==> config.mk <==
export PLATFORM = sky130hd
export DESIGN_NAME = if_fetch
export DESIGN_NICKNAME = d
export VERILOG_FILES = /design/src/rtl/if_fetch.sv
export SDC_FILE = /design/constraint.sdc
export NUM_CORES = 1
export LEC_CHECK = 0
export CORE_ASPECT_RATIO = 1.25
export CORE_MARGIN = 5
export CORE_UTILIZATION = 57
export CTS_CLUSTER_SIZE = 10
export DETAILED_ROUTE_END_ITERATION = 16
export DONT_BUFFER_PORTS = 1
export HOLD_SLACK_MARGIN = 0.05
export PLACE_DENSITY_LB_ADDON = 0.1
export SLEW_MARGIN = 20
export SYNTH_ARGS = -nofsm -noshare
export SYNTH_HDL_FRONTEND = slang
export SYNTH_SLANG_ARGS = --single-unit
==> constraint.sdc <==
create_clock -name clk -period 2.2 [get_ports clk]
set_clock_uncertainty 0.05 [all_clocks]
set_input_delay 0.44 -clock clk [delete_from_list [all_inputs] [get_ports clk]]
set_output_delay 0.44 -clock clk [all_outputs]
set_load 0.005 [all_outputs]
==> src/rtl/if_fetch.sv <==
// ---------------------------------------------------------------------------
// if_fetch
//   Instruction fetch stage feeding the IF/ID pipeline register. Owns the
//   fetch PC, keeps at most one word request outstanding on the instruction
//   memory req/gnt/rvalid handshake, parks a returned word in a skid register
//   when decode is stalled, and presents {pc, instr, valid} downstream with a
//   NOP bubble whenever nothing valid is available. Execute may redirect the
//   fetch stream at any time; a response still in flight is then dropped.
//
//   state | meaning
//   ------+-------------------------------------------------------------
//   REQ   | request at fa_q is offered whenever the output slot is free
//   WAIT  | one request granted, waiting for its rvalid
//   HOLD  | returned word parked in the skid register behind a stall
//
// Ports
//   clk, rstn       clock (rising edge), async active-low reset
//   i_stall         decode stall; presented instruction is held
//   i_redirect      flush and redirect from execute
//   i_redirect_pc   redirect target, bits [1:0] ignored
//   o_imem_req      memory request valid
//   o_imem_addr     word-aligned request address (always driven)
//   i_imem_gnt      request accepted this cycle
//   i_imem_rvalid   response valid, one per granted request
//   i_imem_rdata    response instruction word
//   o_pc            PC of presented instruction
//   o_instr         presented instruction, NOP_INSTR when not valid
//   o_valid         o_pc/o_instr hold a real instruction
// ---------------------------------------------------------------------------
module if_fetch #(
  parameter logic [31:0] RESET_PC  = 32'h0000_0000,
  parameter logic [31:0] NOP_INSTR = 32'h0000_0013
) (
  input  logic        clk,
  input  logic        rstn,
  input  logic        i_stall,
  input  logic        i_redirect,
  input  logic [31:0] i_redirect_pc,
  output logic        o_imem_req,
  output logic [31:0] o_imem_addr,
  input  logic        i_imem_gnt,
  input  logic        i_imem_rvalid,
  input  logic [31:0] i_imem_rdata,
  output logic [31:0] o_pc,
  output logic [31:0] o_instr,
  output logic        o_valid
);

  localparam logic [1:0] ST_REQ  = 2'd0;
  localparam logic [1:0] ST_WAIT = 2'd1;
  localparam logic [1:0] ST_HOLD = 2'd2;

  logic [1:0]  state_q, state_d;
  logic [31:0] fa_q, fa_d;
  logic [31:0] rq_pc_q, rq_pc_d;
  logic        drop_q, drop_d;
  logic        out_valid_q, out_valid_d;
  logic [31:0] out_pc_q, out_pc_d;
  logic [31:0] out_instr_q, out_instr_d;
  logic [31:0] skid_pc_q, skid_pc_d;
  logic [31:0] skid_instr_q, skid_instr_d;

  logic        slot_free;
  logic        req_fire;
  logic [31:0] redirect_target;

  // The output register can take a new word if it is empty or is being
  // consumed by decode at this edge.
  assign slot_free       = !out_valid_q || !i_stall;
  assign req_fire        = (state_q == ST_REQ) && slot_free && i_imem_gnt;
  assign redirect_target = {i_redirect_pc[31:2], 2'b00};

  assign o_imem_req  = (state_q == ST_REQ) && slot_free;
  assign o_imem_addr = fa_q;
  assign o_valid     = out_valid_q;
  assign o_pc        = out_pc_q;
  assign o_instr     = out_valid_q ? out_instr_q : NOP_INSTR;

  always_comb begin
    state_d      = state_q;
    fa_d         = fa_q;
    rq_pc_d      = rq_pc_q;
    drop_d       = drop_q;
    out_valid_d  = out_valid_q;
    out_pc_d     = out_pc_q;
    out_instr_d  = out_instr_q;
    skid_pc_d    = skid_pc_q;
    skid_instr_d = skid_instr_q;

    if (i_redirect) begin
      // Redirect wins over stall and every normal transition. Leaving HOLD
      // for REQ is what discards the skid contents.
      fa_d        = redirect_target;
      out_valid_d = 1'b0;
      case (state_q)
        ST_REQ: begin
          if (req_fire) begin
            // The word being granted now belongs to the old stream.
            state_d = ST_WAIT;
            drop_d  = 1'b1;
          end
        end
        ST_WAIT: begin
          if (i_imem_rvalid) begin
            state_d = ST_REQ;
            drop_d  = 1'b0;
          end else begin
            drop_d  = 1'b1;
          end
        end
        ST_HOLD: state_d = ST_REQ;
        default: state_d = ST_REQ;
      endcase
    end else begin
      case (state_q)
        ST_REQ: begin
          if (!i_stall) out_valid_d = 1'b0;
          if (req_fire) begin
            rq_pc_d = fa_q;
            fa_d    = fa_q + 32'd4;
            state_d = ST_WAIT;
          end
        end
        ST_WAIT: begin
          if (!i_stall) out_valid_d = 1'b0;
          if (i_imem_rvalid) begin
            if (drop_q) begin
              drop_d  = 1'b0;
              state_d = ST_REQ;
            end else if (slot_free) begin
              out_valid_d = 1'b1;
              out_pc_d    = rq_pc_q;
              out_instr_d = i_imem_rdata;
              state_d     = ST_REQ;
            end else begin
              skid_pc_d    = rq_pc_q;
              skid_instr_d = i_imem_rdata;
              state_d      = ST_HOLD;
            end
          end
        end
        ST_HOLD: begin
          if (!i_stall) begin
            out_valid_d = 1'b1;
            out_pc_d    = skid_pc_q;
            out_instr_d = skid_instr_q;
            state_d     = ST_REQ;
          end
        end
        default: state_d = ST_REQ;
      endcase
    end
  end

  always_ff @(posedge clk or negedge rstn) begin
    if (!rstn) begin
      state_q      <= ST_REQ;
      fa_q         <= RESET_PC;
      rq_pc_q      <= 32'h0;
      drop_q       <= 1'b0;
      out_valid_q  <= 1'b0;
      out_pc_q     <= 32'h0;
      out_instr_q  <= NOP_INSTR;
      skid_pc_q    <= 32'h0;
      skid_instr_q <= NOP_INSTR;
    end else begin
      state_q      <= state_d;
      fa_q         <= fa_d;
      rq_pc_q      <= rq_pc_d;
      drop_q       <= drop_d;
      out_valid_q  <= out_valid_d;
      out_pc_q     <= out_pc_d;
      out_instr_q  <= out_instr_d;
      skid_pc_q    <= skid_pc_d;
      skid_instr_q <= skid_instr_d;
    end
  end

  // Memory may only answer while a request is outstanding; any other rvalid
  // is ignored by the logic above and flagged here.
  a_rvalid_only_in_wait: assert property (@(posedge clk) disable iff (!rstn)
    i_imem_rvalid |-> (state_q == ST_WAIT))
    else $error("if_fetch: rvalid while no request outstanding");

endmodule
==> impl_table.tex, run 1 <==
\begin{tabular}{lr}
\hline
Metric & Value \\
\hline
\multicolumn{2}{l}{\textbf{Worst setup path}} \\
Crit path max-delay cell type & sky130\_fd\_sc\_hd\_\_or4b\_4 \\
Cell Chain, Critical Path & inv\_2 > ha\_4 > a21bo\_4 > or4b\_4 > nor4\_4 > xor2\_1 > mux2\_2 \\
Worst r2r src & state\_q[0] \\
Worst R2R End & o\_imem\_addr[28] \\
Crit end category & flip-flop \\
Family of cells with the greatest summed delay on the critical path & simple AND/OR/NAND/NOR gates \\
Register-to-register path setup slack & 0.07 ns \\
Number of buffer and inverter stages on the critical path & 1 \\
Crit Path Class & flip-flop to flip-flop \\
Largest fanout of any net on the critical path & 2 \\
Worst r2r path cells & 7 \\
Longest individual stage delay on the worst path & 0.55 ns \\
Required time of the worst setup path & 2.47 ns \\
Data arrival time of the critical path & 2.40 ns \\
Startpoint type of the worst setup path & flip-flop \\
\multicolumn{2}{l}{\textbf{Timing}} \\
Setup repair after global routing missed its margin & false \\
Count of final max-slew check failures & 0 \\
Portion of the clock cycle consumed by the worst path in the final layout & 0.967 \\
Final Hold Fails & 188 \\
Setup Total Neg Slack & 0 ns \\
Achievable clock frequency & 470 MHz \\
Minimum clock period after layout & 2.13 ns \\
WHS & -0.352 ns \\
Final setup violating endpoints & 0 \\
Worst-case setup margin in the final layout & 0.0736 ns \\
\multicolumn{2}{l}{\textbf{Yosys}} \\
Synth Register Bits & 188 \\
Most instantiated flip-flop cell in the synthesis netlist & sky130\_fd\_sc\_hd\_\_dfrtp\_1 \\
Cell taking the most area after synthesis & sky130\_fd\_sc\_hd\_\_dfrtp\_1 \\
Top cells by area in the synthesized netlist & sky130\_fd\_sc\_hd\_\_dfrtp\_1 (53\%), sky130\_fd\_sc\_hd\_\_mux2\_2 (12\%), sky130\_fd\_sc\_hd\_\_mux2i\_1 (7.4\%) \\
Synth warn & 0 \\
Area of the mapped netlist & 8560 um2 \\
Yosys top cell area share & 0.532 \\
Leading post-synthesis cells by instance count & sky130\_fd\_sc\_hd\_\_dfrtp\_1 (182), sky130\_fd\_sc\_hd\_\_mux2\_2 (91), sky130\_fd\_sc\_hd\_\_nor2\_1 (72) \\
Count of flip-flops with a built-in enable after synthesis & 0 \\
Avg Cell Area, Syn & 11.5 um2 \\
Distinct cells, synth & 43 \\
Proportion of synthesized flip-flops having asynchronous set or reset & 1.00 \\
Most frequent cell after synthesis & sky130\_fd\_sc\_hd\_\_dfrtp\_1 \\
Post-synthesis sequential area ratio & 0.550 \\
Synth Instances & 743 \\
\multicolumn{2}{l}{\textbf{Place}} \\
Final estimated routing congestion in global placement & 0.846 \\
Port bufs & 0 \\
Pre-CTS setup slack & 0.0294 ns \\
Cells after DPL & 916 \\
DPL Wire Length & 12.3 mm \\
\multicolumn{2}{l}{\textbf{Floorplan}} \\
Standard-cell rows & 50 \\
Horizontal die dimension & 120 um \\
Initial standard-cell utilization of the core & 0.575 \\
I/O pin total & 168 \\
Die area & 17600 um2 \\
Floorplan die height & 147 um \\
Core Box Area & 14900 um2 \\
\multicolumn{2}{l}{\textbf{GRT}} \\
First-pass GRT wire length & 29.4 mm \\
Tot GR Track Use & 0.211 \\
Number of global-route vias before repair & 5626 \\
Grt total ovfl & 0 \\
Grt met3 use & 0.0751 \\
Global routing usage on met1 & 0.260 \\
Initial antenna violation count & 0 \\
GRT Max-Usage Layer & met2 \\
Met2 Resource Use GR & 0.348 \\
Largest net degree at the start of global routing & 189 \\
\multicolumn{2}{l}{\textbf{Clock tree}} \\
Clock buffers created by TritonCTS & 17 \\
Number of H-tree branching levels & 4 \\
Number of buffers on the longest clock path & 2 \\
Clock transition at the registers of the reported paths & 0.07 ns \\
Hold-fix buffers, CTS & 1 \\
Clock Sinks & 188 \\
Buffer type at the clock tree root & sky130\_fd\_sc\_hd\_\_clkbuf\_16 \\
Clock latency on the worst-skew pair & 0.44 ns \\
Clock tree from TritonCTS & built \\
\multicolumn{2}{l}{\textbf{Cells and area}} \\
Area added between synthesis and finish & 11.6\% \\
Combined flip-flop and latch cell area & 4710 um2 \\
Net count of the finished layout & 830 \\
Fill count & 1181 \\
Layout cells sized above 1 & 0.233 \\
Antenna cells & 0 \\
Utilization after layout & 0.641 \\
Post-Layout Cell Count & 951 \\
Area of the multi-input gates & 3640 um2 \\
\multicolumn{2}{l}{\textbf{Power and ir drop}} \\
Relative contribution of combinational cells to total power & 0.218 \\
VDD IR max & 0.000514 V \\
Sequential Power Share & 0.505 \\
Power density cells & 1170 nW/um2 \\
Share of total power consumed by net switching & 0.305 \\
Leakage & 4.06 nW \\
Proportion of power drawn by the clock network & 0.277 \\
Net Sw Power & 3.41 mW \\
Internal power & 7.75 mW \\
\multicolumn{2}{l}{\textbf{Flow run}} \\
Count of maximum capacitance violations & 0 \\
\multicolumn{2}{l}{\textbf{Outcome}} \\
Status & finished with violations \\
Failing checks & negative hold slack \\
\multicolumn{2}{l}{\textbf{Route}} \\
Initial DRC Count & 332 \\
DRC errors left & 0 \\
Via count & 5500 \\
Final wirelength & 18.1 mm \\
Via count normalized by instance count & 5.78 \\
Count of antenna-violating nets left after detailed routing & 0 \\
Per-cell routed wire length & 19.0 um \\
Pre-Repair DR Iteration Count & 5 \\
\multicolumn{2}{l}{\textbf{Hold path}} \\
Class of the most critical hold timing path & input port to asynchronous set/reset pin \\
\hline
\end{tabular}
## cell type report
class,instances,share of cell area
well taps,182,0.0238
flip-flops and latches,188,0.493
multi-input cells,505,0.381
clock buffers,18,0.0460
clock inverters,14,0.0168
repair buffers,37,0.0363
inverters,7,0.00301
## kinds of logic (layout without fill, tap and decap cells)
logic type | count (synthesis) | count (layout) | synth area share
mux | 156 | 156 | 0.196
xor+xnor | 29 | 29 | 0.0297
simple gates | 204 | 204 | 0.119
compound gates | 108 | 108 | 0.0661
flops | 188 | 188 | 0.550
buf+inv | 53 | 76 | 0.0322
fa+ha+maj | 4 | 4 | 0.00585
other cells | 1 | 4 | 0.000438
## flip-flops by register name, summed over array words and instances (netlist names)
name / cells
out_instr_q: 32
skid_pc_q: 30
o_valid: 1
skid_instr_q: 32
state_q: 2
o_imem_addr: 30
rq_pc_q: 30
drop_q: 1
o_pc: 30
## power by group through the flow
stage | clock, mW | combinational (mW) | sequential [mW]
floorplan | 0 | 1.88 | 5.38
global placement | 0 | 2.29 | 5.64
detailed placement | 0 | 2.40 | 5.72
CTS | 3.15 | 2.43 | 5.66
global route | 3.30 | 2.75 | 5.80
finish | 3.09 | 2.43 | 5.64
## repair_timing
action / 4_1_cts / 5_1_grt
pin swaps: 0 / 3
buffers inserted: 0 / 2
endpoints found under the setup margin: 1 / 6
gates resized for setup: 1 / 7
hold endpoints to repair: 189 / 188
## worst max path at each step
stage / cells past startpoint / from / slack, ns / end
after floorplan: 7 / state_q[0] / 0.10 / o_imem_addr[28]
after global placement: 7 / state_q[1] / 0.07 / o_imem_addr[28]
after detailed placement: 7 / state_q[1] / 0.03 / o_imem_addr[28]
after CTS: 6 / state_q[1] / 0.002 / o_imem_req
after global routing: 7 / state_q[1] / 0.007 / o_imem_addr[28]
final: 7 / state_q[0] / 0.07 / o_imem_addr[28]
## metal layers
metal,up-vias,wire length [um]
li1,2617,-
met2,145,9000
met4,0,382
met3,27,1290
met5,-,0
met1,2711,7430
## cell usage in the layout, fill, tap and decap left out, drive strengths merged, types with 5 or more instances in the layout
cell / count
nor4: 7
a21oi: 68
xor2: 13
and2: 33
xnor2: 16
clkbuf: 18
inv: 12
nand2: 47
nor2: 72
dfrtp: 182
mux2i: 63
mux2: 93
nand4: 13
clkinvlp: 5
o21ai: 34
dfstp: 6
nand3: 10
nand2b: 5
buf: 36
## through the flow
stage / total power, mW / instance area [um2] / hold slack [ns]
2_1_floorplan: 7.26 / 8570 / 0.0944
5_1_grt: 11.9 / 9550 / -0.377
6_report: 11.2 / 9550 / -0.352
3_5_place_dp: 8.12 / 8890 / 0.101
4_1_cts: 11.2 / 9510 / -0.368
3_3_place_gp: 7.92 / 8890 / 0.0997
(Power assumes the default switching activity.)
==> inputs of run 2 (changes only) <==
--- a/config.mk
+++ b/config.mk
@@ -5,7 +5,7 @@
 export SDC_FILE = /design/constraint.sdc
 export NUM_CORES = 1
 export LEC_CHECK = 0
-export CORE_ASPECT_RATIO = 1.25
+export CORE_ASPECT_RATIO = 1.5
 export CORE_MARGIN = 5
 export CORE_UTILIZATION = 57
 export CTS_CLUSTER_SIZE = 10
==> run 2 against run 1 <==
The run still ends with negative hold slack left. Sequential power fell by 1%. Via count rose by 0.11%. Final cell count rose by 1.8%. Non-clock buffer count did not move. Final area fell by 0.34%. Combinational power barely moved. Highest routed layer unchanged.
==> impl_table.tex, run 2 (synthesis gave the netlist of run 1 again) <==
\begin{tabular}{lr}
\hline
Metric & Value \\
\hline
\multicolumn{2}{l}{\textbf{Outcome}} \\
Status & finished with violations \\
Failing checks & negative hold slack \\
\multicolumn{2}{l}{\textbf{Route}} \\
Via count normalized by instance count & 5.69 \\
Pre-Repair DR Iteration Count & 4 \\
Highest Signal Layer & met4 \\
Per-cell routed wire length & 19.1 um \\
Routed length on met3 & 1.34 mm \\
Routed length on met1 & 7.23 mm \\
Via count & 5506 \\
DRC errors left & 0 \\
Count of antenna-violating nets left after detailed routing & 0 \\
Final wirelength & 18.5 mm \\
Initial DRC Count & 320 \\
Total met2 wirelength after detailed routing & 9.58 mm \\
\multicolumn{2}{l}{\textbf{Cells and area}} \\
Highest-count cells in the layout ignoring fill and taps & sky130\_fd\_sc\_hd\_\_dfrtp\_1 (182), sky130\_fd\_sc\_hd\_\_mux2\_2 (91), sky130\_fd\_sc\_hd\_\_nor2\_1 (71), sky130\_fd\_sc\_hd\_\_a21oi\_1 (68), sky130\_fd\_sc\_hd\_\_mux2i\_1 (63) \\
Leading cell type in the layout, fill and taps excluded & sky130\_fd\_sc\_hd\_\_dfrtp\_1 \\
Utilization after layout & 0.637 \\
Top Registers & out\_instr\_q (32), skid\_instr\_q (32) \\
Net count of the finished layout & 830 \\
Fill count & 1197 \\
Antenna cells & 0 \\
Area added between synthesis and finish & 11.2\% \\
Layout cells sized above 1 & 0.234 \\
Finished layout cell area & 9520 um2 \\
\multicolumn{2}{l}{\textbf{Timing}} \\
Count of final max-slew check failures & 0 \\
Final setup violating endpoints & 0 \\
Final Hold Fails & 188 \\
Achievable clock frequency & 455 MHz \\
WHS & -0.352 ns \\
Portion of the clock cycle consumed by the worst path in the final layout & 0.999 \\
Slew headroom & 0.482 \\
Minimum clock period after layout & 2.20 ns \\
Setup repair after global routing missed its margin & true \\
Worst-case setup margin in the final layout & 0.00117 ns \\
Worst slew pin tran & 0.777 ns \\
\multicolumn{2}{l}{\textbf{Floorplan}} \\
Die area & 17600 um2 \\
Initial standard-cell utilization of the core & 0.573 \\
Horizontal die dimension & 110 um \\
I/O pin total & 168 \\
Floorplan die height & 160 um \\
Core Box Area & 14900 um2 \\
Standard-cell rows & 55 \\
\multicolumn{2}{l}{\textbf{Worst setup path}} \\
Crit Path Class & flip-flop to flip-flop \\
Largest fanout of any net on the critical path & 3 \\
Register-to-register path setup slack & 0.001 ns \\
Data arrival time of the critical path & 2.46 ns \\
Crit end category & flip-flop \\
Startpoint type of the worst setup path & flip-flop \\
Required time of the worst setup path & 2.46 ns \\
\multicolumn{2}{l}{\textbf{Power and ir drop}} \\
Power density cells & 1140 nW/um2 \\
VDD IR max & 0.000581 V \\
Leakage & 4.05 nW \\
Sequential Power Share & 0.512 \\
Net Sw Power & 3.38 mW \\
Internal power & 7.47 mW \\
Relative contribution of combinational cells to total power & 0.221 \\
Share of total power consumed by net switching & 0.312 \\
Proportion of power drawn by the clock network & 0.267 \\
\multicolumn{2}{l}{\textbf{Clock tree}} \\
Number of buffers on the longest clock path & 2 \\
Number of H-tree branching levels & 4 \\
Clock buffers created by TritonCTS & 17 \\
Clock latency on the worst-skew pair & 0.42 ns \\
Clock tree from TritonCTS & built \\
Hold-fix buffers, CTS & 1 \\
Buffer type at the clock tree root & sky130\_fd\_sc\_hd\_\_clkbuf\_16 \\
Clock Sinks & 188 \\
Clock transition at the registers of the reported paths & 0.07 ns \\
\multicolumn{2}{l}{\textbf{Flow run}} \\
Count of maximum capacitance violations & 0 \\
\multicolumn{2}{l}{\textbf{Place}} \\
Port bufs & 0 \\
Pre-CTS setup slack & 0.0214 ns \\
DPL Wire Length & 12.5 mm \\
Post-place instance area & 8910 um2 \\
Final estimated routing congestion in global placement & 0.876 \\
\multicolumn{2}{l}{\textbf{GRT}} \\
Number of global-route vias before repair & 5807 \\
Largest net degree at the start of global routing & 189 \\
Initial antenna violation count & 0 \\
Grt total ovfl & 0 \\
Tot GR Track Use & 0.219 \\
First-pass GRT wire length & 30.2 mm \\
\multicolumn{2}{l}{\textbf{Hold path}} \\
Class of the most critical hold timing path & input port to asynchronous set/reset pin \\
\hline
\end{tabular}
-- run 2: path summary, 6_finish.rpt --
check	start	endpoint	cells after the start
hold / removal	rstn	out_instr_q[26]	0
setup reg to reg	state_q[1]	o_imem_addr[28]	7
setup / recovery	state_q[1]	o_imem_addr[28]	7
max in group asynchronous	rstn	out_instr_q[0]	0
min in group clk	i_redirect	o_imem_addr[19]	1
hold reg to reg	out_instr_q[0]	out_instr_q[0]	2
-- run 2: repair_timing --
item                                    CTS  global route
setup buffers                             0             2
endpoints found under the hold margin   191           188
gates resized for setup                   1             7
endpoints found under the setup margin    1            11
pin swaps                                 0             4
-- run 2: power by group through the flow --
stage	Sequential, mW	Combinational (mW)	Clock (mW)
after floorplan	5.38	1.88	0
after global placement	5.56	2.27	0
after global routing	5.73	2.73	3.13
after detailed placement	5.64	2.39	0
after CTS	5.57	2.41	2.98
final	5.56	2.40	2.90
-- run 2: cell type report --
class	instances	area, um2	area share
flip-flops and latches	188	4710	0.495
multi-input cells	505	3640	0.382
clock buffers	18	429	0.0451
repair buffers	37	334	0.0351
well taps	199	249	0.0262
clock inverters	14	128	0.0134
inverters	7	26.3	0.00276
-- run 2: routing by layer --
metal / up-vias / track usage
met5: - / 0
li1: 2603 / -
met2: 156 / 0.371
met1: 2721 / 0.266
met4: 0 / 0.0743
met3: 26 / 0.0627
-- run 2: through the flow --
step / setup TNS, ns / cells / power (mW)
4_1_cts: 0 / 966 / 11.0
3_5_place_dp: 0 / 933 / 8.03
2_1_floorplan: 0 / 746 / 7.26
5_1_grt: -0.0633 / 968 / 11.6
6_report: 0 / 968 / 10.9
3_3_place_gp: 0 / 933 / 7.83
-- run 2: critical path, stage by stage (launching register included) --
cell and delay (ns):
sky130_fd_sc_hd__dfrtp_1 0.39, sky130_fd_sc_hd__inv_2 0.10, sky130_fd_sc_hd__ha_4 0.15, sky130_fd_sc_hd__a21bo_4 0.24
sky130_fd_sc_hd__or4b_4 0.54, sky130_fd_sc_hd__nor4_4 0.29, sky130_fd_sc_hd__xor2_1 0.09, sky130_fd_sc_hd__mux2_2 0.25
==> inputs of run 3 (changes only) <==
--- a/config.mk
+++ b/config.mk
@@ -5,6 +5,7 @@
 export SDC_FILE = /design/constraint.sdc
 export NUM_CORES = 1
 export LEC_CHECK = 0
+export ABC_AREA = 1
 export CORE_ASPECT_RATIO = 1.5
 export CORE_MARGIN = 5
 export CORE_UTILIZATION = 57
==> run 3 against run 2 <==
The run still ends with negative hold slack left. Clock-buffer cell count rose by 2. Wire length is 5.5% higher. Core utilization fell by 1.4 points. Sequential cell count is the same. Total power shrank 0.44%. Register-to-register slack better by 0.25 ns. Maximum frequency up 12%. Global-route usage is 0.052 points higher. Synthesized cell count up 53%. Clock power is 8.3% higher. First-iteration DRC count increased by 76%. Highest routed layer unchanged.
==> impl_table.tex, run 3 <==
\begin{tabular}{lr}
\hline
Metric & Value \\
\hline
\multicolumn{2}{l}{\textbf{Clock tree}} \\
Hold-fix buffers, CTS & 1 \\
Clock transition at the registers of the reported paths & 0.07 ns \\
Clock Sinks & 188 \\
Buffer type at the clock tree root & sky130\_fd\_sc\_hd\_\_clkbuf\_16 \\
Number of H-tree branching levels & 4 \\
Clock tree from TritonCTS & built \\
Setup Fix Bufs, Post-CTS & 0 \\
Clock buffers created by TritonCTS & 17 \\
Clock latency on the worst-skew pair & 0.42 ns \\
Number of buffers on the longest clock path & 2 \\
Number of resized instances in the post-cts repair step & 0 \\
\multicolumn{2}{l}{\textbf{Timing}} \\
Count of final max-slew check failures & 0 \\
Achievable clock frequency & 508 MHz \\
Final Hold Fails & 188 \\
WHS & -0.336 ns \\
Setup Total Neg Slack & 0 ns \\
Final setup violating endpoints & 0 \\
Minimum clock period after layout & 1.97 ns \\
Portion of the clock cycle consumed by the worst path in the final layout & 0.895 \\
Slew headroom & 0.639 \\
Worst slew pin tran & 0.542 ns \\
Setup repair after global routing missed its margin & false \\
\multicolumn{2}{l}{\textbf{Floorplan}} \\
Core Box Area & 15600 um2 \\
Die area & 18400 um2 \\
Initial standard-cell utilization of the core & 0.577 \\
Standard-cell rows & 56 \\
Horizontal die dimension & 112 um \\
Floorplan die height & 164 um \\
I/O pin total & 168 \\
\multicolumn{2}{l}{\textbf{Yosys}} \\
Distinct cells, synth & 36 \\
Synth warn & 0 \\
Top cells by area in the synthesized netlist & sky130\_fd\_sc\_hd\_\_dfrtp\_1 (51\%), sky130\_fd\_sc\_hd\_\_nand2\_1 (12\%), sky130\_fd\_sc\_hd\_\_inv\_1 (6.0\%) \\
Most frequent cell after synthesis & sky130\_fd\_sc\_hd\_\_nand2\_1 \\
Proportion of synthesized flip-flops having asynchronous set or reset & 1.00 \\
Yosys top cell area share & 0.508 \\
Count of flip-flops with a built-in enable after synthesis & 0 \\
Leading post-synthesis cells by instance count & sky130\_fd\_sc\_hd\_\_nand2\_1 (293), sky130\_fd\_sc\_hd\_\_dfrtp\_1 (182), sky130\_fd\_sc\_hd\_\_inv\_1 (144) \\
Synth Instances & 1138 \\
Synth Register Bits & 188 \\
Avg Cell Area, Syn & 7.88 um2 \\
Post-synthesis sequential area ratio & 0.525 \\
Cell taking the most area after synthesis & sky130\_fd\_sc\_hd\_\_dfrtp\_1 \\
Most instantiated flip-flop cell in the synthesis netlist & sky130\_fd\_sc\_hd\_\_dfrtp\_1 \\
Area of the mapped netlist & 8970 um2 \\
\multicolumn{2}{l}{\textbf{Hold path}} \\
Class of the most critical hold timing path & input port to asynchronous set/reset pin \\
\multicolumn{2}{l}{\textbf{GRT}} \\
Largest net degree at the start of global routing & 189 \\
First-pass GRT wire length & 32.7 mm \\
Grt met3 use & 0.0478 \\
Grt total ovfl & 0 \\
Initial antenna violation count & 0 \\
Number of global-route vias before repair & 6570 \\
GRT Max-Usage Layer & met2 \\
Global routing usage on met1 & 0.297 \\
Met2 Resource Use GR & 0.360 \\
Tot GR Track Use & 0.220 \\
\multicolumn{2}{l}{\textbf{Place}} \\
Cells after DPL & 1298 \\
DPL Wire Length & 13.4 mm \\
Port bufs & 0 \\
Post-place instance area & 9080 um2 \\
Final estimated routing congestion in global placement & 0.936 \\
\multicolumn{2}{l}{\textbf{Cells and area}} \\
Antenna cells & 0 \\
Layout cells sized above 1 & 0.0585 \\
Finished layout cell area & 9700 um2 \\
Combined flip-flop and latch cell area & 4710 um2 \\
Top Registers & out\_instr\_q (32), skid\_instr\_q (32) \\
Area added between synthesis and finish & 8.14\% \\
Area of the multi-input gates & 3370 um2 \\
Fill count & 1453 \\
Net count of the finished layout & 1189 \\
Post-Layout Cell Count & 1331 \\
Leading cell type in the layout, fill and taps excluded & sky130\_fd\_sc\_hd\_\_nand2\_1 \\
Highest-count cells in the layout ignoring fill and taps & sky130\_fd\_sc\_hd\_\_nand2\_1 (293), sky130\_fd\_sc\_hd\_\_dfrtp\_1 (182), sky130\_fd\_sc\_hd\_\_inv\_1 (144), sky130\_fd\_sc\_hd\_\_nor2\_1 (116), sky130\_fd\_sc\_hd\_\_o21ai\_0 (98) \\
\multicolumn{2}{l}{\textbf{Power and ir drop}} \\
Power density cells & 1110 nW/um2 \\
VDD IR max & 0.000565 V \\
Leakage & 4.89 nW \\
\multicolumn{2}{l}{\textbf{Worst setup path}} \\
Crit path max-delay cell type & sky130\_fd\_sc\_hd\_\_dfrtp\_1 \\
Startpoint type of the worst setup path & flip-flop \\
Cell Chain, Critical Path & inv\_1 > ha\_1 > inv\_1 > nor2\_1 \\
Cell repeated most along the worst path & sky130\_fd\_sc\_hd\_\_inv\_1 \\
Longest individual stage delay on the worst path & 0.40 ns \\
Crit Path Class & flip-flop to output port \\
Required time of the worst setup path & 1.71 ns \\
Data arrival time of the critical path & 1.48 ns \\
Largest fanout of any net on the critical path & 4 \\
Family of cells with the greatest summed delay on the critical path & flip-flops \\
Number of buffer and inverter stages on the critical path & 2 \\
Crit end category & output port \\
\multicolumn{2}{l}{\textbf{Route}} \\
Via count normalized by instance count & 5.22 \\
Per-cell routed wire length & 14.7 um \\
Count of antenna-violating nets left after detailed routing & 0 \\
DRC errors left & 0 \\
Via count & 6954 \\
Final wirelength & 19.5 mm \\
Initial DRC Count & 564 \\
Pre-Repair DR Iteration Count & 7 \\
\multicolumn{2}{l}{\textbf{Outcome}} \\
Failing checks & negative hold slack \\
Status & finished with violations \\
\multicolumn{2}{l}{\textbf{Flow run}} \\
Count of maximum capacitance violations & 0 \\
\hline
\end{tabular}
## run 3: layout make-up
class,instances,share of cell area
Clock inverter,12,0.0157
Clock buffer,20,0.0471
Multi-Input combinational cell,743,0.347
Timing Repair Buffer,17,0.0211
Tap cell,203,0.0262
Sequential cell,188,0.486
Inverter,148,0.0574
## run 3: final timing paths
check / from / cells after the start / end / slack (ns)
worst max-delay path: state_q[1] / 4 / o_imem_req / 0.23
worst min-delay path: rstn / 0 / o_imem_addr[5] / -0.34
worst max register to register: state_q[1] / 8 / o_imem_addr[9] / 0.25
worst min register to register: skid_instr_q[4] / 2 / skid_instr_q[4] / 0.43
max in group asynchronous: rstn / 0 / skid_instr_q[15] / 2.18
min in group clk: i_redirect_pc[2] / 2 / o_imem_addr[2] / 0.10
## run 3: logic make-up (layout without fill, tap and decap cells)
group | after synthesis | in the layout | synth area share
xor gates and xnor gates | 6 | 6 | 0.00586
buffers and inverters | 210 | 197 | 0.102
adders and majority gates | 4 | 4 | 0.00558
other | 1 | 4 | 0.000418
AOI/OAI and AO/OA | 255 | 255 | 0.147
and+or+nand+nor | 474 | 474 | 0.214
DFF | 188 | 188 | 0.525
## run 3: through the flow
| stage | utilization | total power [mW] | hold WS [ns] | setup WS (ns) |
|---|---|---|---|---|
| after detailed placement | 0.584 | 7.76 | 0.0999 | 0.241 |
| after global placement | 0.584 | 7.65 | 0.0999 | 0.288 |
| after CTS | 0.624 | 10.9 | -0.357 | 0.216 |
| after global routing | 0.624 | 11.6 | -0.369 | 0.0907 |
| after floorplan | - | 7.05 | 0.0944 | 0.551 |
| final | 0.624 | 10.8 | -0.336 | 0.230 |
## run 3: worst register-to-register path: cells and delay by family, from the launching register on
kind | cells | cell delay [ns]
simple gates | 4 | 0.61
compound gates | 1 | 0.15
fa+ha+maj | 1 | 0.23
flops | 1 | 0.40
buf+inv | 2 | 0.39
## run 3: power by group
group | switching [mW] | internal [mW]
Combinational | 1.50 | 0.918
Sequential | 0.740 | 4.51
Clock | 1.36 | 1.78
Total | 3.61 | 7.20
## run 3: metal layers
metal / vias up / wire length [um]
met5: - / 0
met4: 0 / 308
met3: 18 / 957
met2: 184 / 9560
met1: 3192 / 8710
li1: 3560 / -
